## src/rtl/checkpoint_alloc_ctrl_pkg.sv

```systemverilog
// Shared sizing and pointer types for the rename checkpoint allocator.
// Consumed by checkpoint_alloc_ctrl and by the checkpoint array itself.
package checkpoint_alloc_ctrl_pkg;

   localparam int CHECKPOINT_COUNT     = 8;
   localparam int LOG_CHECKPOINT_COUNT = $clog2(CHECKPOINT_COUNT);
   localparam int CHECKPOINT_THRESHOLD = 3;

   typedef logic [LOG_CHECKPOINT_COUNT-1:0] CHECKPOINT_idx_t;

   // Wrap bit above the slot index, so that full and empty can be told apart.
   typedef logic [LOG_CHECKPOINT_COUNT:0]   CHECKPOINT_ptr_t;

endpackage

```

## src/rtl/checkpoint_alloc_ctrl.sv

```systemverilog
// Circular allocator for rename checkpoints: in-order save, oldest-first commit,
// and restore that frees a slot plus everything younger. Optional perf counters
// are built only when CHECKPOINT_ALLOC_PERF_EN is defined.
module checkpoint_alloc_ctrl
   import checkpoint_alloc_ctrl_pkg::*;
#(
   parameter int  CHECKPOINT_COUNT     = checkpoint_alloc_ctrl_pkg::CHECKPOINT_COUNT,
   parameter int  CHECKPOINT_THRESHOLD = checkpoint_alloc_ctrl_pkg::CHECKPOINT_THRESHOLD,
   localparam int LOG_CHECKPOINT_COUNT = $clog2(CHECKPOINT_COUNT)
) (
   input  logic                            CLK,
   input  logic                            RST,
   input  logic                            save_valid,
   input  logic                            save_low_prio,
   output logic                            save_ready,
   output logic [LOG_CHECKPOINT_COUNT-1:0] save_idx,
   input  logic                            commit_valid,
   input  logic                            restore_valid,
   input  logic [LOG_CHECKPOINT_COUNT-1:0] restore_idx,
   output logic [CHECKPOINT_COUNT-1:0]     occupied_vec,
   output logic [LOG_CHECKPOINT_COUNT:0]   free_count,
   output logic                            empty,
   output logic                            full,
   output logic                            restore_err,
   output logic [31:0]                     perf_save_stall_cycles,
   output logic [31:0]                     perf_restore_count
);

   typedef logic [LOG_CHECKPOINT_COUNT-1:0] idx_t;
   typedef logic [LOG_CHECKPOINT_COUNT:0]   ptr_t;

   localparam ptr_t COUNT_P     = ptr_t'(CHECKPOINT_COUNT);
   localparam ptr_t THRESHOLD_P = ptr_t'(CHECKPOINT_THRESHOLD);

   ptr_t head_q, head_d;
   ptr_t tail_q, tail_d;
   logic restore_err_q, restore_err_d;

   idx_t head_idx;
   logic head_wrap;
   ptr_t used;
   ptr_t restore_tail;
   idx_t slot_offset;
   logic save_fire;
   logic commit_ok;
   logic restore_ok;

   always_comb begin
      head_idx   = head_q[LOG_CHECKPOINT_COUNT-1:0];
      head_wrap  = head_q[LOG_CHECKPOINT_COUNT];
      used       = tail_q - head_q;
      free_count = COUNT_P - used;
      empty      = (head_q == tail_q);
      full       = (head_idx == tail_q[LOG_CHECKPOINT_COUNT-1:0]) &&
                   (head_wrap != tail_q[LOG_CHECKPOINT_COUNT]);
      save_idx   = tail_q[LOG_CHECKPOINT_COUNT-1:0];

      // A slot is live when its distance from head falls inside the used span.
      occupied_vec = '0;
      slot_offset  = '0;
      for (int i = 0; i < CHECKPOINT_COUNT; i++) begin
         slot_offset     = idx_t'(i) - head_idx;
         occupied_vec[i] = ({1'b0, slot_offset} < used);
      end

      save_ready = !RST && !restore_valid && !full &&
                   (!save_low_prio || (free_count > THRESHOLD_P));
      save_fire  = save_valid && save_ready;
      commit_ok  = commit_valid && !empty;
      restore_ok = restore_valid && occupied_vec[restore_idx];

      // An index below head belongs to the lap after head's.
      restore_tail = {((restore_idx >= head_idx) ? head_wrap : !head_wrap), restore_idx};
   end

   always_comb begin
      head_d        = head_q;
      tail_d        = tail_q;
      restore_err_d = restore_err_q;

      if (commit_ok) begin
         head_d = head_q + ptr_t'(1);
      end
      if (save_fire) begin
         tail_d = tail_q + ptr_t'(1);
      end
      if (restore_ok) begin
         tail_d = restore_tail;
         if (commit_ok && (restore_idx == head_idx)) begin
            head_d = restore_tail;
         end
      end

      if ((commit_valid && empty) || (restore_valid && !occupied_vec[restore_idx])) begin
         restore_err_d = 1'b1;
      end
   end

   always_ff @(posedge CLK) begin
      if (RST) begin
         head_q        <= '0;
         tail_q        <= '0;
         restore_err_q <= 1'b0;
      end else begin
         head_q        <= head_d;
         tail_q        <= tail_d;
         restore_err_q <= restore_err_d;
      end
   end

   assign restore_err = restore_err_q;

`ifdef CHECKPOINT_ALLOC_PERF_EN
   logic [31:0] perf_stall_q, perf_stall_d;
   logic [31:0] perf_restore_q, perf_restore_d;

   // Both counters saturate instead of wrapping.
   always_comb begin
      perf_stall_d   = perf_stall_q;
      perf_restore_d = perf_restore_q;
      if (save_valid && !save_ready && (perf_stall_q != '1)) begin
         perf_stall_d = perf_stall_q + 32'd1;
      end
      if (restore_ok && (perf_restore_q != '1)) begin
         perf_restore_d = perf_restore_q + 32'd1;
      end
   end

   always_ff @(posedge CLK) begin
      if (RST) begin
         perf_stall_q   <= '0;
         perf_restore_q <= '0;
      end else begin
         perf_stall_q   <= perf_stall_d;
         perf_restore_q <= perf_restore_d;
      end
   end

   assign perf_save_stall_cycles = perf_stall_q;
   assign perf_restore_count     = perf_restore_q;
`else
   assign perf_save_stall_cycles = '0;
   assign perf_restore_count     = '0;
`endif

endmodule

```

## config.mk

```make
export PLATFORM = sky130hd
export DESIGN_NAME = checkpoint_alloc_ctrl
export DESIGN_NICKNAME = d
export VERILOG_FILES = /design/src/rtl/checkpoint_alloc_ctrl_pkg.sv /design/src/rtl/checkpoint_alloc_ctrl.sv
export SDC_FILE = /design/constraint.sdc
export NUM_CORES = 1
export LEC_CHECK = 0
export CORE_ASPECT_RATIO = 0.7
export CORE_MARGIN = 3
export CORE_UTILIZATION = 44
export CTS_BUF_LIST = sky130_fd_sc_hd__clkbuf_16
export CTS_CLUSTER_DIAMETER = 50
export CTS_CLUSTER_SIZE = 40
export DETAILED_ROUTE_END_ITERATION = 10
export PLACE_DENSITY = 0.88
export SYNTH_ARGS = -nofsm -noshare
export SYNTH_HDL_FRONTEND = slang
export SYNTH_SLANG_ARGS = --single-unit
export TNS_END_PERCENT = 10
```

## constraint.sdc

```tcl
create_clock -name CLK -period 6.5 [get_ports CLK]
set_input_delay 1.625 -clock CLK [delete_from_list [all_inputs] [get_ports CLK]]
set_output_delay 1.625 -clock CLK [all_outputs]
set_load 0.01 [all_outputs]
```

# ---- Word level (Yosys, flattened, before mapping)
# Index checks and enable logic that the tools add are counted.
dict set report word_totals {
  wordCells 58
  inputBits 9
  ff_bits 9
}
dict set report classes {
  n_eq_ne 4
  reduce_logical 20
  addsub 12
  magnitude_cmp 11
  muxes 8
}
# op count
set ops {}
lappend ops {{< comparator 3 x 4 -> 1 bit} 8}
lappend ops {{2-to-1 mux 4 bit} 5}
lappend ops {{subtractor 3 bit, first input constant} 4}
lappend ops {{logical AND 1 bit} 10}
lappend ops {{adder 4 x 1 -> 4 bit, second input constant} 2}
lappend ops {{logical NOT 1 bit} 7}
lappend ops {{== test 3 bit} 2}
lappend ops {{subtractor 1 x 3 -> 3 bit, first input constant} 2}
lappend ops {{subtractor 2 x 3 -> 3 bit, first input constant} 2}
lappend ops {{== test 4 bit} 1}
lappend ops {{> comparator 4 x 2 -> 1 bit, second input constant} 1}
lappend ops {{< comparator 3 x 4 -> 1 bit, second input constant} 1}
lappend ops {{subtractor 4 bit} 1}
lappend ops {{subtractor 4 bit, first input constant} 1}
lappend ops {{binary-select mux 1 bit (select 3 bit)} 1}
lappend ops {{>= comparator 3 bit} 1}
lappend ops {{logical OR 1 bit} 2}
lappend ops {{2-to-1 mux 1 bit} 2}
lappend ops {{nonzero test 2 bit} 1}
lappend ops {{inequality test 1 bit} 1}

# ---- Depth between registers and ports, before layout
# Gate-level depths: netlist (run 1).
dict set report depth {
  word_depth 8
  ltp_mapped 11
  mapped_depth_nobuf 11
}

# ---- Least setup slack after synthesis (run 1)
# OpenSTA, ideal clock, no wires.
dict set report synth_timing {
  path_kind {input to register}
  start {input restore_idx[0]}
  end {register head_q[0]}
  arrival_ps 3619
  n_path_buf 1
  setup_slack_ps 2760
  path_stages 8
  cell_sequence {buf_2 -> or3b_1 -> a31o_1 -> o221ai_1 -> nor4b_1 -> o311a_4 -> nor4b_4 -> mux2_4}
}
dict set report synth_between {
  elab_chain_len 4
  word_cells_on_any_way 7
}
# element line
set synth_rtl {}
lappend synth_rtl {{start, declared} checkpoint_alloc_ctrl.sv:19} ;# input logic [LOG_CHECKPOINT_COUNT-1:0] restore_idx,
lappend synth_rtl {{binary-select mux 1 bit (select 3 bit) / == test 3 bit (equally long branches)} {checkpoint_alloc_ctrl.sv:70, checkpoint_alloc_ctrl.sv:89}}
lappend synth_rtl {{2-to-1 mux 1 bit (implied by the code) / logical AND 1 bit (equally long branches)} {checkpoint_alloc_ctrl.sv:70, checkpoint_alloc_ctrl.sv:89}}
lappend synth_rtl {{logical AND 1 bit / 2-to-1 mux 4 bit (equally long branches)} {checkpoint_alloc_ctrl.sv:70, checkpoint_alloc_ctrl.sv:89}}
lappend synth_rtl {{2-to-1 mux 4 bit *} checkpoint_alloc_ctrl.sv:87} ;# if (restore_ok) begin
lappend synth_rtl {{end signal, assigned} checkpoint_alloc_ctrl.sv:101} ;# head_q <= '0;
lappend synth_rtl {{end signal, assigned} checkpoint_alloc_ctrl.sv:105} ;# head_q <= head_d;
lappend synth_rtl {{end, declared} checkpoint_alloc_ctrl.sv:35} ;# ptr_t head_q, head_d;
# Every way passes the cells marked *; elsewhere a longest branch is shown, timed or not. The select of a mux whose other input is x is not followed.
# A chain may end at the register's enable or synchronous reset.

# ---- Final worst setup path (run 1)
dict set report layout_timing {
  start {input RST}
  end {output save_ready}
}
dict set report layout_between {
  elab_chain_len 4
}
# element line
set layout_rtl {}
lappend layout_rtl {{start, declared} checkpoint_alloc_ctrl.sv:12} ;# input logic RST,
lappend layout_rtl {{logical NOT 1 bit} checkpoint_alloc_ctrl.sv:66} ;# save_ready = !RST && !restore_valid && !full &&
lappend layout_rtl {{logical AND 1 bit (3 in a row)} checkpoint_alloc_ctrl.sv:66}
lappend layout_rtl {{end, declared} checkpoint_alloc_ctrl.sv:15} ;# output logic save_ready,
# Every way passes these cells.

==> results of run 1 <==
==> critical path, stage by stage <==
cell and delay, ns:
clkdlybuf4s50_1 0.66, nor3_1 0.35, o211ai_1 0.24, inv_1 0.15, clkdlybuf4s50_1 0.55
==> layer usage <==
metal,routed length (µm),up-vias,track usage
li1,-,665,-
met1,1670,620,0.225
met2,1640,43,0.211
met3,210,4,0.0321
met4,30,0,0.0289
met5,0,-,0
==> state kept, by name (all words and copies together) (netlist names) <==
name         cells
restore_err      1
tail_q           4
head_q           4
==> metrics by stage <==
step            util  power [mW]  cell area (µm²)  hold WS [ns]  instances
6_report       0.509       0.954             1870         0.543        296
5_1_grt        0.509        1.04             1870         0.580        296
4_1_cts        0.509       0.957             1870         0.543        296
3_5_place_dp   0.487       0.846             1790         0.525        292
3_3_place_gp   0.487       0.832             1790         0.516        292
2_1_floorplan      -       0.576             1990         0.545        287
==> cells by family after synthesis <==
| kind of cell | after synthesis | synth area share |
|---|---|---|
| buf+inv | 87 | 0.336 |
| simple gates | 57 | 0.174 |
| compound gates | 31 | 0.126 |
| fa+ha+maj | 19 | 0.134 |
| xor+xnor | 11 | 0.0593 |
| mux | 9 | 0.0657 |
| flops | 9 | 0.103 |
| other cells | 1 | 0.00214 |
==> report_power, final <==
group          switching, mW  internal, mW  leakage (nW)
Combinational          0.383         0.375         0.756
Clock                 0.0267        0.0804        0.0423
Sequential            0.0195        0.0689        0.0737
==> worst paths after layout <==
check,start,endpoint
max,RST,save_ready
min,restore_err,restore_err
max reg2reg,tail_q[0],head_q[3]
min reg2reg,restore_err,restore_err
==> layout by cell type, fill, tap and decap left out, drive strengths merged, types with 5 or more instances in the layout <==
cell type	n
conb	64
clkdlybuf4s50	27
inv	16
nor2	15
nand2	14
a21oi	12
ha	12
dfxtp	9
mux2	8
xnor2	6
maj3	6
xor2	5
o21ai	5
nand3	5
==> final cells by class <==
class                      count  area [µm²]
fill                         358        1800
multi-input combinational    191        1220
timing repair buffer          27         270
sequential                     9         180
clock buffer                   3        75.1
tap                           50        62.6
inverter                      15        56.3
clock inverter                 1        3.75
==> impl_metrics.csv, run 1 <==
group,metric,value,unit
clock_tree,cts_tree,"built",
timing,setup_viol,0,
yosys,synth_area,1750,µm²
route,first_iter_violations,72,
timing,hold_violations,0,
clock_tree,cts-resized-gates,0,
route,avgRoutedWirePerCell,12.0,µm
global_routing,grt_pass1_wl,5460,µm
yosys,yosysMostFrequentCell,"buf_4",
status,outcome,"complete, no violations",
cells_and_area,fin_nets,269,
critical_path,reg2reg_depth,9,
critical_path,worstPathArrival,3.57,ns
placed_design,io_buffers,27,
flow_run,cap_violations,0,
yosys,syn_inst,224,
critical_path,cp_max_fo,14,
clock_tree,clockRootBuffer,"clkbuf_16",
timing,skew,0.000735,ns
power_and_ir_drop,peakVddDrop,303,µV
timing,min_period,5.19,ns
timing,relSlewSlack,0.366,
global_routing,grt_pass1_vias,1121,
worst_hold_path,hold_depth,2,
critical_path,r2r_slack,2.92,ns
critical_path,path_class,"input port to output pin",
clock_tree,cts_made_buffers,3,
yosys,synth_area_leaders,"buf_4, dfxtp_1, ha_1",
yosys,async_flop_share,0,
route,first_pass_iters,4,
clock_tree,h-tree-depth,1,
route,num_vias,1332,
yosys,synth_common_cells,"buf_4, inv_1, nor2_1",
route,final_antenna_net_count,0,
cells_and_area,area_delta_synth_final,6.64,%
timing,fin_crit_sh,0.799,
timing,clock.fmax,193,MHz
die,fp.dieW,81.4,µm
clock_tree,insertion_delay,0.23,ns
die,io_pins,92,
yosys,synth_top_area_frac,0.287,
yosys,ys.flop_type,"dfxtp_1",
timing,worst_slack,1.31,ns
yosys,seq_area_frac_synth,0.103,
route,drt_wl_total,3550,µm
clock_tree,hold_buffers,0,
global_routing,antenna_found_initial,0,
route,drcViolationCount,0,
placed_design,place_congestion,0.905,
die,start_util,0.477,
timing,finalSetupTns,0,ns
clock_tree,clk_pin_slew,0.04,ns
yosys,synth_top_cell_by_area,"buf_4",
die,row_count,18,
die,die_h,58.8,µm
route,via_per_inst,4.50,
critical_path,critPathCaptureType,"output pin",
cells_and_area,insertedDiodeCount,0,
yosys,ys_seq_elements,9,
clock_tree,clock_sinks,9,
clock_tree,clk_path_buf_depth,2,
critical_path,required,4.88,ns
yosys,synth_cell_types,48,
global_routing,gr-total-overflow,0,
cells_and_area,layout-drive-gt1-share,0.0650,
global_routing,gr-usage-all-layers,0.147,
power_and_ir_drop,p_leak,0.872,nW
power_and_ir_drop,powerDensity,511,nW/µm²
worst_hold_path,hp-class,"register to register",
timing,rsz0062_at_grt,"no",
yosys,synth-edff-count,0,
global_routing,grt_max_degree,15,
timing,tightest_slew,0.948,ns
yosys,ys_warn_count,0,
clock_tree,post_cts_buffers,0,
placed_design,hpwlAfterDp,2990,µm
yosys,syn_area_per_cell,7.82,µm²
timing,slew_violations,0,
die,dieArea,4790,µm²
die,core_area,3670,µm²
critical_path,cp-start-kind,"input port",
placed_design,dp_slack,1.34,ns
Note: power is estimated with default switching activity, not from simulation.
==> run 2, diff against run 1 <==
CORE_UTILIZATION = 40   (was 44)
PLACE_DENSITY = 0.81   (was 0.88)
clock period = 5.2 ns   (was 6.5 ns; I/O delays follow)
==> run 2 against run 1 <==
  * Critical endpoint is now occupied_vec[0]
  * Die area up 9.1%
  * Routed wire length down 2.9%
  * Setup slack worse by 0.57 ns
  * Largest power group unchanged
  * Clock skew up 0.0025 ns
  * Sequential cell count unchanged
  * Count of clock-buffer cells in the layout unchanged
  * First-iteration DRC count down 39%
  * Total power up 25%
  * Sequential power up 26%
  * Largest cell class unchanged
  * Sequential share of layout area down 0.051 points
==> impl_metrics.csv, run 2 (synthesis results as in run 1) <==
group,metric,value,unit
route,num_vias,1322,
power_and_ir_drop,p_leak,0.877,nW
worst_hold_path,hp-class,"register to register",
global_routing,grt_pass1_wl,5440,µm
route,final_antenna_net_count,0,
global_routing,grt_max_degree,15,
cells_and_area,final_util,0.462,
timing,skew,0.00323,ns
placed_design,io_buffers,27,
global_routing,grt_use_met3,0.0334,
global_routing,gr-total-overflow,0,
clock_tree,cts_tree,"built",
placed_design,hpwlAfterDp,2940,µm
power_and_ir_drop,fin_total_pwr,1.19,mW
critical_path,cp_top_family,"adder cells",
die,fp.dieW,85.1,µm
die,core_area,4070,µm²
critical_path,required,3.90,ns
critical_path,cp_cell_sequence,"inv_1, ha_1, fa_1, xor2_1, maj3_2, nand2_1, clkdlybuf4s50_1",
placed_design,place_congestion,0.914,
clock_tree,clk_path_buf_depth,2,
timing,setup_viol,0,
cells_and_area,nFillCells,414,
route,avgRoutedWirePerCell,11.5,µm
global_routing,gr-usage-all-layers,0.132,
clock_tree,clockRootBuffer,"clkbuf_16",
route,first_iter_violations,44,
flow_run,cap_violations,0,
timing,rsz0062_at_grt,"no",
global_routing,busiest_layer,"met2",
route,drcViolationCount,0,
timing,fin_crit_sh,0.858,
die,io_pins,92,
power_and_ir_drop,powerDensity,633,nW/µm²
cells_and_area,layout_commonest_cell,"conb_1",
timing,tightest_slew,0.965,ns
power_and_ir_drop,peakVddDrop,464,µV
route,first_pass_iters,4,
route,drt_wl_total,3450,µm
cells_and_area,area_delta_synth_final,7.21,%
critical_path,cp-start-kind,"register",
critical_path,slowest_stage,"xor2_1",
cells_and_area,layout_common_cells,"conb_1, clkdlybuf4s50_1, inv_1",
clock_tree,hold_buffers,0,
route,via_per_inst,4.42,
critical_path,max_stage_delay,0.79,ns
global_routing,grt_pass1_vias,1158,
die,row_count,19,
clock_tree,clk_pin_slew,0.04,ns
clock_tree,h-tree-depth,1,
critical_path,worstPathArrival,3.16,ns
cells_and_area,layout-drive-gt1-share,0.0688,
die,start_util,0.431,
timing,min_period,4.46,ns
clock_tree,insertion_delay,0.23,ns
clock_tree,post_cts_buffers,0,
global_routing,grt_use_met1,0.183,
timing,finalSetupTns,0,ns
critical_path,cp_max_fo,13,
die,dieArea,5220,µm²
clock_tree,cts-resized-gates,0,
global_routing,grt_util_met2,0.208,
timing,relSlewSlack,0.354,
critical_path,crit_buf_inv,2,
clock_tree,cts_made_buffers,3,
critical_path,path_class,"register to output pin",
global_routing,antenna_found_initial,0,
timing,hold_violations,0,
timing,clock.fmax,224,MHz
die,die_h,61.4,µm
cells_and_area,fin_nets,270,
critical_path,critPathCaptureType,"output pin",
cells_and_area,insertedDiodeCount,0,
placed_design,dpl.cell_count,295,
timing,slew_violations,0,
timing,fin_hold_ws,0.523,ns
cells_and_area,final_cells,299,
status,outcome,"complete, no violations",
clock_tree,clock_sinks,9,
-- run 2: cell count changes in the layout (fill, tap and decap cells not counted) --
| cell | before | now |
|---|---|---|
| buf_4 | 0 | 1 |
-- run 2: final timing paths --
check	startpoint	to	slack (ns)	cells after the start
max	tail_q[0]	occupied_vec[0]	0.74	7
min	restore_err	restore_err	0.52	2
max reg2reg	tail_q[0]	tail_q[2]	1.62	10
min reg2reg	restore_err	restore_err	0.52	2
-- run 2: layout make-up --
cell class | instances | area, µm² | share of cell area
repair buffers | 28 | 278 | 0.148
clock buffers | 3 | 75.1 | 0.0400
multi-input cells | 191 | 1220 | 0.650
well taps | 52 | 65.1 | 0.0346
clock inverters | 1 | 3.75 | 0.00200
inverters | 15 | 56.3 | 0.0300
flip-flops and latches | 9 | 180 | 0.0959
-- run 2: through the flow --
| step | setup WS [ns] | instance area (µm²) |
|---|---|---|
| 4_1_cts | 0.757 | 1880 |
| 2_1_floorplan | 1.79 | 1990 |
| 6_report | 0.739 | 1880 |
| 5_1_grt | 0.527 | 1880 |
| 3_3_place_gp | 0.988 | 1800 |
| 3_5_place_dp | 0.866 | 1800 |
-- run 2: worst reg2reg max path: stages (launching register included) --
cell      delay [ns]
dfxtp_1         0.42
inv_1           0.13
ha_1            0.24
fa_1            0.45
xor2_1          0.79
a31o_1          0.19
o221ai_1        0.13
nor4b_1         0.41
o311a_4         0.29
nor3b_2         0.08
mux2_1          0.34
-- run 2: per-layer routing --
metal / share of wire / wire length (µm)
met5: 0 / 0
met4: 0.0049 / 17
met3: 0.073 / 252
met2: 0.46 / 1590
met1: 0.46 / 1590
-- run 2: power by group --
group | internal [mW] | total, mW | switching (mW)
combinational | 0.470 | 0.945 | 0.475
clock | 0.100 | 0.134 | 0.0333
sequential | 0.0862 | 0.111 | 0.0244
==> edit 1, RTL diff (config.mk and constraints of run 2) <==
Add a define of `CHECKPOINT_ALLOC_PERF_EN`.
--- a/src/rtl/checkpoint_alloc_ctrl.sv
+++ b/src/rtl/checkpoint_alloc_ctrl.sv
@@ -1,6 +1,8 @@
 // Circular allocator for rename checkpoints: in-order save, oldest-first commit,
 // and restore that frees a slot plus everything younger. Optional perf counters
 // are built only when CHECKPOINT_ALLOC_PERF_EN is defined.
+`define CHECKPOINT_ALLOC_PERF_EN
+
 module checkpoint_alloc_ctrl
    import checkpoint_alloc_ctrl_pkg::*;
 #(
Function: changed (a bounded check fails within 4 cycles, from zero or initial values and one cycle with RST high).
==> edit 1 against run 2 <==
  * Final cell count grew to 2.6 times the old value
  * Area after synthesis grew to 2.6 times the old value
  * Sequential cell count is 64 higher
  * Cell area grew to 3.0 times the old value
  * Setup slack worse by 0.12 ns
  * Power grew to 2.7 times the old value
  * Clock skew is 0.0041 ns higher
  * Clock power grew to 4.3 times the old value
  * Routed wire length grew to 3.6 times the old value
  * Via count grew to 3.3 times the old value
==> edit 1: results (changes against run 2) <==
number of placed instances with taps included=757 (was 295); fraction of the mapped netlist area in adder cells=6.248% (was 13.36%); maximum number of pins on one net before global-route repair=79 (was 15); total power per unit cell area=569.7 nW/um^2 (was 633.5 nW/um^2); Net count, final=650 (was 270); total placed instance area=5436 sq um (was 1799 sq um); Gate Count Post-Synth=545 (was 224); FF-to-FF path depth=14 (was 10); xor and xnor fraction of the mapped netlist area=8.870% (was 5.929%); area occupied by multi-input gates=2771 sq um (was 1220 sq um); r2r endpoint=perf_restore_count[27]$_SDFFE_PP0P_ (was tail_q[2]$_SDFFE_PP0P_); Worst R2R Setup Slack=0.92 ns (was 1.62 ns); GPL Wtd Cong=0.8718 (was 0.9142); Slew @ Worst Pin=1.167 ns (was 0.9652 ns); met2 usage in global routing=29.97% (was 20.80%); count of port buffers added during placement=91 (was 27); beginning of the worst hold path=perf_restore_count[6]$_SDFFE_PP0P_ (was restore_err$_SDFFE_PP0P_); met1 Resource Use GR=27.56% (was 18.33%); # fillers=966 (was 414); M3 GR Usage=3.994% (was 3.342%); Plain + repair buffers=95 (was 28); synthesized-area fraction occupied by ao, oa, aoi and oai cells=15.51% (was 12.64%); result of the run=completed (unchanged); Crit. path cell count=10 (was 7); post-route worst hold slack=0.5104 ns (was 0.5230 ns); first-pass GRT wire length=20070 microns (was 5437 microns); highest achievable clock rate=218.2 MHz (was 224.2 MHz); total routing resource utilization after global routing=19.36% (was 13.17%); placed wire-length estimate=8670 microns (was 2943 microns); Routed met1 length=5923 microns (was 1587 microns); DRC marker count from the first detailed-route iteration=422 (was 44); dpl ws=0.7663 ns (was 0.8660 ns); skew final=0.007311 ns (was 0.003234 ns); Peak supply drop=0.5010 mV (was 0.4640 mV); Num CTS Buffers=9 (was 3); via count of the first global-routing pass=3988 (was 1158); CP max FO=6 (was 13); met3 layer wire length in the routed design=759 microns (was 252 microns); final WL=12260 microns (was 3445 microns); clock transition at the register clock pins on the worst setup and hold paths after CTS=0.06 ns (was 0.04 ns); number of distinct library cell variants in the gate-level netlist after synthesis=58 (was 48); share of post-route cells with drive strength above 1=6.240% (was 6.883%); post-route insts no fill=773 (was 299)
[edit 1: cell types whose count changed in the layout (fill, tap and decap cells not counted), moves of 12 or more]
cell,delta
sky130_fd_sc_hd__a21oi_1,+25
sky130_fd_sc_hd__clkdlybuf4s50_1,+63
sky130_fd_sc_hd__nand4_1,+17
sky130_fd_sc_hd__and3_1,+12
sky130_fd_sc_hd__o21ai_0,+12
sky130_fd_sc_hd__dfxtp_1,+64
sky130_fd_sc_hd__nand2_1,+24
sky130_fd_sc_hd__nand3_1,+27
sky130_fd_sc_hd__conb_1,-64
sky130_fd_sc_hd__nor2_1,+34
sky130_fd_sc_hd__xnor2_1,+29
sky130_fd_sc_hd__or3_1,+21
[edit 1: power breakdown]
part / switching (mW) / internal (mW) / total, mW
Sequential: 0.0570 / 0.597 / 0.654
Combinational: 1.12 / 0.901 / 2.02
Clock: 0.251 / 0.323 / 0.574
Total: 1.43 / 1.82 / 3.25
==> edit 2, RTL diff (config.mk and constraints of run 2) <==
Without the edit above. Register the output `free_count`, with the module's reset; this adds one clock of latency there. The other outputs are not delayed to match.
--- a/src/rtl/checkpoint_alloc_ctrl.sv
+++ b/src/rtl/checkpoint_alloc_ctrl.sv
@@ -32,6 +32,8 @@
    localparam ptr_t COUNT_P     = ptr_t'(CHECKPOINT_COUNT);
    localparam ptr_t THRESHOLD_P = ptr_t'(CHECKPOINT_THRESHOLD);
 
+   logic [LOG_CHECKPOINT_COUNT:0] free_count_d;
+
    ptr_t head_q, head_d;
    ptr_t tail_q, tail_d;
    logic restore_err_q, restore_err_d;
@@ -49,7 +51,7 @@
       head_idx   = head_q[LOG_CHECKPOINT_COUNT-1:0];
       head_wrap  = head_q[LOG_CHECKPOINT_COUNT];
       used       = tail_q - head_q;
-      free_count = COUNT_P - used;
+      free_count_d = COUNT_P - used;
       empty      = (head_q == tail_q);
       full       = (head_idx == tail_q[LOG_CHECKPOINT_COUNT-1:0]) &&
                    (head_wrap != tail_q[LOG_CHECKPOINT_COUNT]);
@@ -64,7 +66,7 @@
       end
 
       save_ready = !RST && !restore_valid && !full &&
-                   (!save_low_prio || (free_count > THRESHOLD_P));
+                   (!save_low_prio || (free_count_d > THRESHOLD_P));
       save_fire  = save_valid && save_ready;
       commit_ok  = commit_valid && !empty;
       restore_ok = restore_valid && occupied_vec[restore_idx];
@@ -143,5 +145,13 @@
    assign perf_restore_count     = '0;
 `endif
 
+   always_ff @(posedge CLK) begin
+      if (RST) begin
+         free_count <= '0;
+      end else begin
+         free_count <= free_count_d;
+      end
+   end
+
 endmodule
 
Check against the original RTL: not equivalent (Yosys sat finds a counterexample within 4 cycles, from zero or initial values and one cycle with RST high).
==> edit 2 against run 2 <==
  * Core utilization about the same
  * Sequential cell count increased by 4
  * Fmax decreased by 1.8%
  * Power increased by 48%
  * Clock skew decreased by 0.0021 ns
  * Via count increased by 13%
  * Critical path depth decreased by 1
  * Routed wire length increased by 19%
  * Area after synthesis increased by 9.9%
  * Critical path type is now in -> out
  * Largest power group unchanged
  * Setup slack got worse by 0.083 ns
  * Sequential share of layout area increased by 3.0 points
  * Cell area increased by 10%
==> edit 2: results (changes against run 2) <==
post-route worst hold slack=0.5005 ns (was 0.5230 ns); number of distinct library cell variants in the gate-level netlist after synthesis=45 (was 48); Peak supply drop=0.2722 mV (was 0.4640 mV); leakage power figure=0.9128 nW (was 0.8767 nW); result of the run=completed (unchanged); final WL=4089 microns (was 3445 microns); xor and xnor fraction of the mapped netlist area=10.60% (was 5.929%); synthesized-area fraction occupied by ao, oa, aoi and oai cells=13.59% (was 12.64%); via count of the first global-routing pass=1307 (was 1158); maximum number of pins on one net before global-route repair=19 (was 15); placed wire-length estimate=3245 microns (was 2943 microns); total routing resource utilization after global routing=14.47% (was 13.17%); share of post-route cells with drive strength above 1=4.924% (was 6.883%); combinational share of power=81.3% (was 79.5%); # fillers=425 (was 414); skew final=0.001182 ns (was 0.003234 ns); crit path launch=save_low_prio (was tail_q[0]$_SDFFE_PP0P_); total placed instance area=1989 sq um (was 1799 sq um); multiplexer fraction of the synthesized cell area=3.966% (was 6.571%); fraction of the mapped netlist area in adder cells=13.00% (was 13.36%); part of the Yosys area used for sequential elements=13.52% (was 10.29%); Worst R2R Setup Slack=1.50 ns (was 1.62 ns); arrival time at the worst endpoint=3.24 ns (was 3.16 ns); most numerous cell types in the synthesized netlist=67 x sky130_fd_sc_hd__buf_4, 23 x sky130_fd_sc_hd__nand2_1, 22 x sky130_fd_sc_hd__nor2_1 (was 67 x sky130_fd_sc_hd__buf_4, 15 x sky130_fd_sc_hd__inv_1, 15 x sky130_fd_sc_hd__nor2_1); first-pass GRT wire length=6582 microns (was 5437 microns)
## edit 2: cell families after synthesis
| group | count (synthesis) |
|---|---|
| mux | 7 |
| simple gates | 67 |
| compound gates | 31 |
| flops | 13 |
| xor+xnor | 19 |
| fa+ha+maj | 21 |
| buf+inv | 82 |
| other cells | 1 |
## edit 2: area by class of cell
cell class | count | area, sq um | share of cell area [%]
inverters | 8 | 30.03 | 1.452
well taps | 55 | 68.82 | 3.327
flip-flops and latches | 13 | 260.3 | 12.58
multi-input cells | 209 | 1338 | 64.67
repair buffers | 30 | 292.8 | 14.16
clock inverters | 1 | 3.754 | 0.1815
clock buffers | 3 | 75.07 | 3.630
## edit 2: metal layers
layer	global-route usage (%)	part of all wire [%]
met2	23.80	51
met5	0	0
met1	19.95	41
met4	1.132	0.42
met3	3.351	6.7
## edit 2: worst paths after layout
path                              endpoint
setup / recovery                save_ready
hold / removal    restore_err$_SDFFE_PP0P_
setup reg to reg      head_q[1]$_SDFF_PP0_
hold reg to reg   restore_err$_SDFFE_PP0P_
## edit 2: metrics by stage
step                cells  worst slack [ns]  total power, mW
global placement      315            0.6955            1.574
global route          319            0.4433            1.924
floorplan             304             1.531            1.126
CTS                   319            0.6706            1.764
detailed placement    315            0.6838            1.601
finish                319            0.6555            1.756
## edit 2: worst max-delay path, cell delays in order
cell and delay (ns):
sky130_fd_sc_hd__clkdlybuf4s50_1 0.46, sky130_fd_sc_hd__and3_1 0.23, sky130_fd_sc_hd__a21oi_1 0.15, sky130_fd_sc_hd__a311oi_1 0.09, sky130_fd_sc_hd__a2111oi_0 0.39, sky130_fd_sc_hd__clkdlybuf4s50_1 0.62
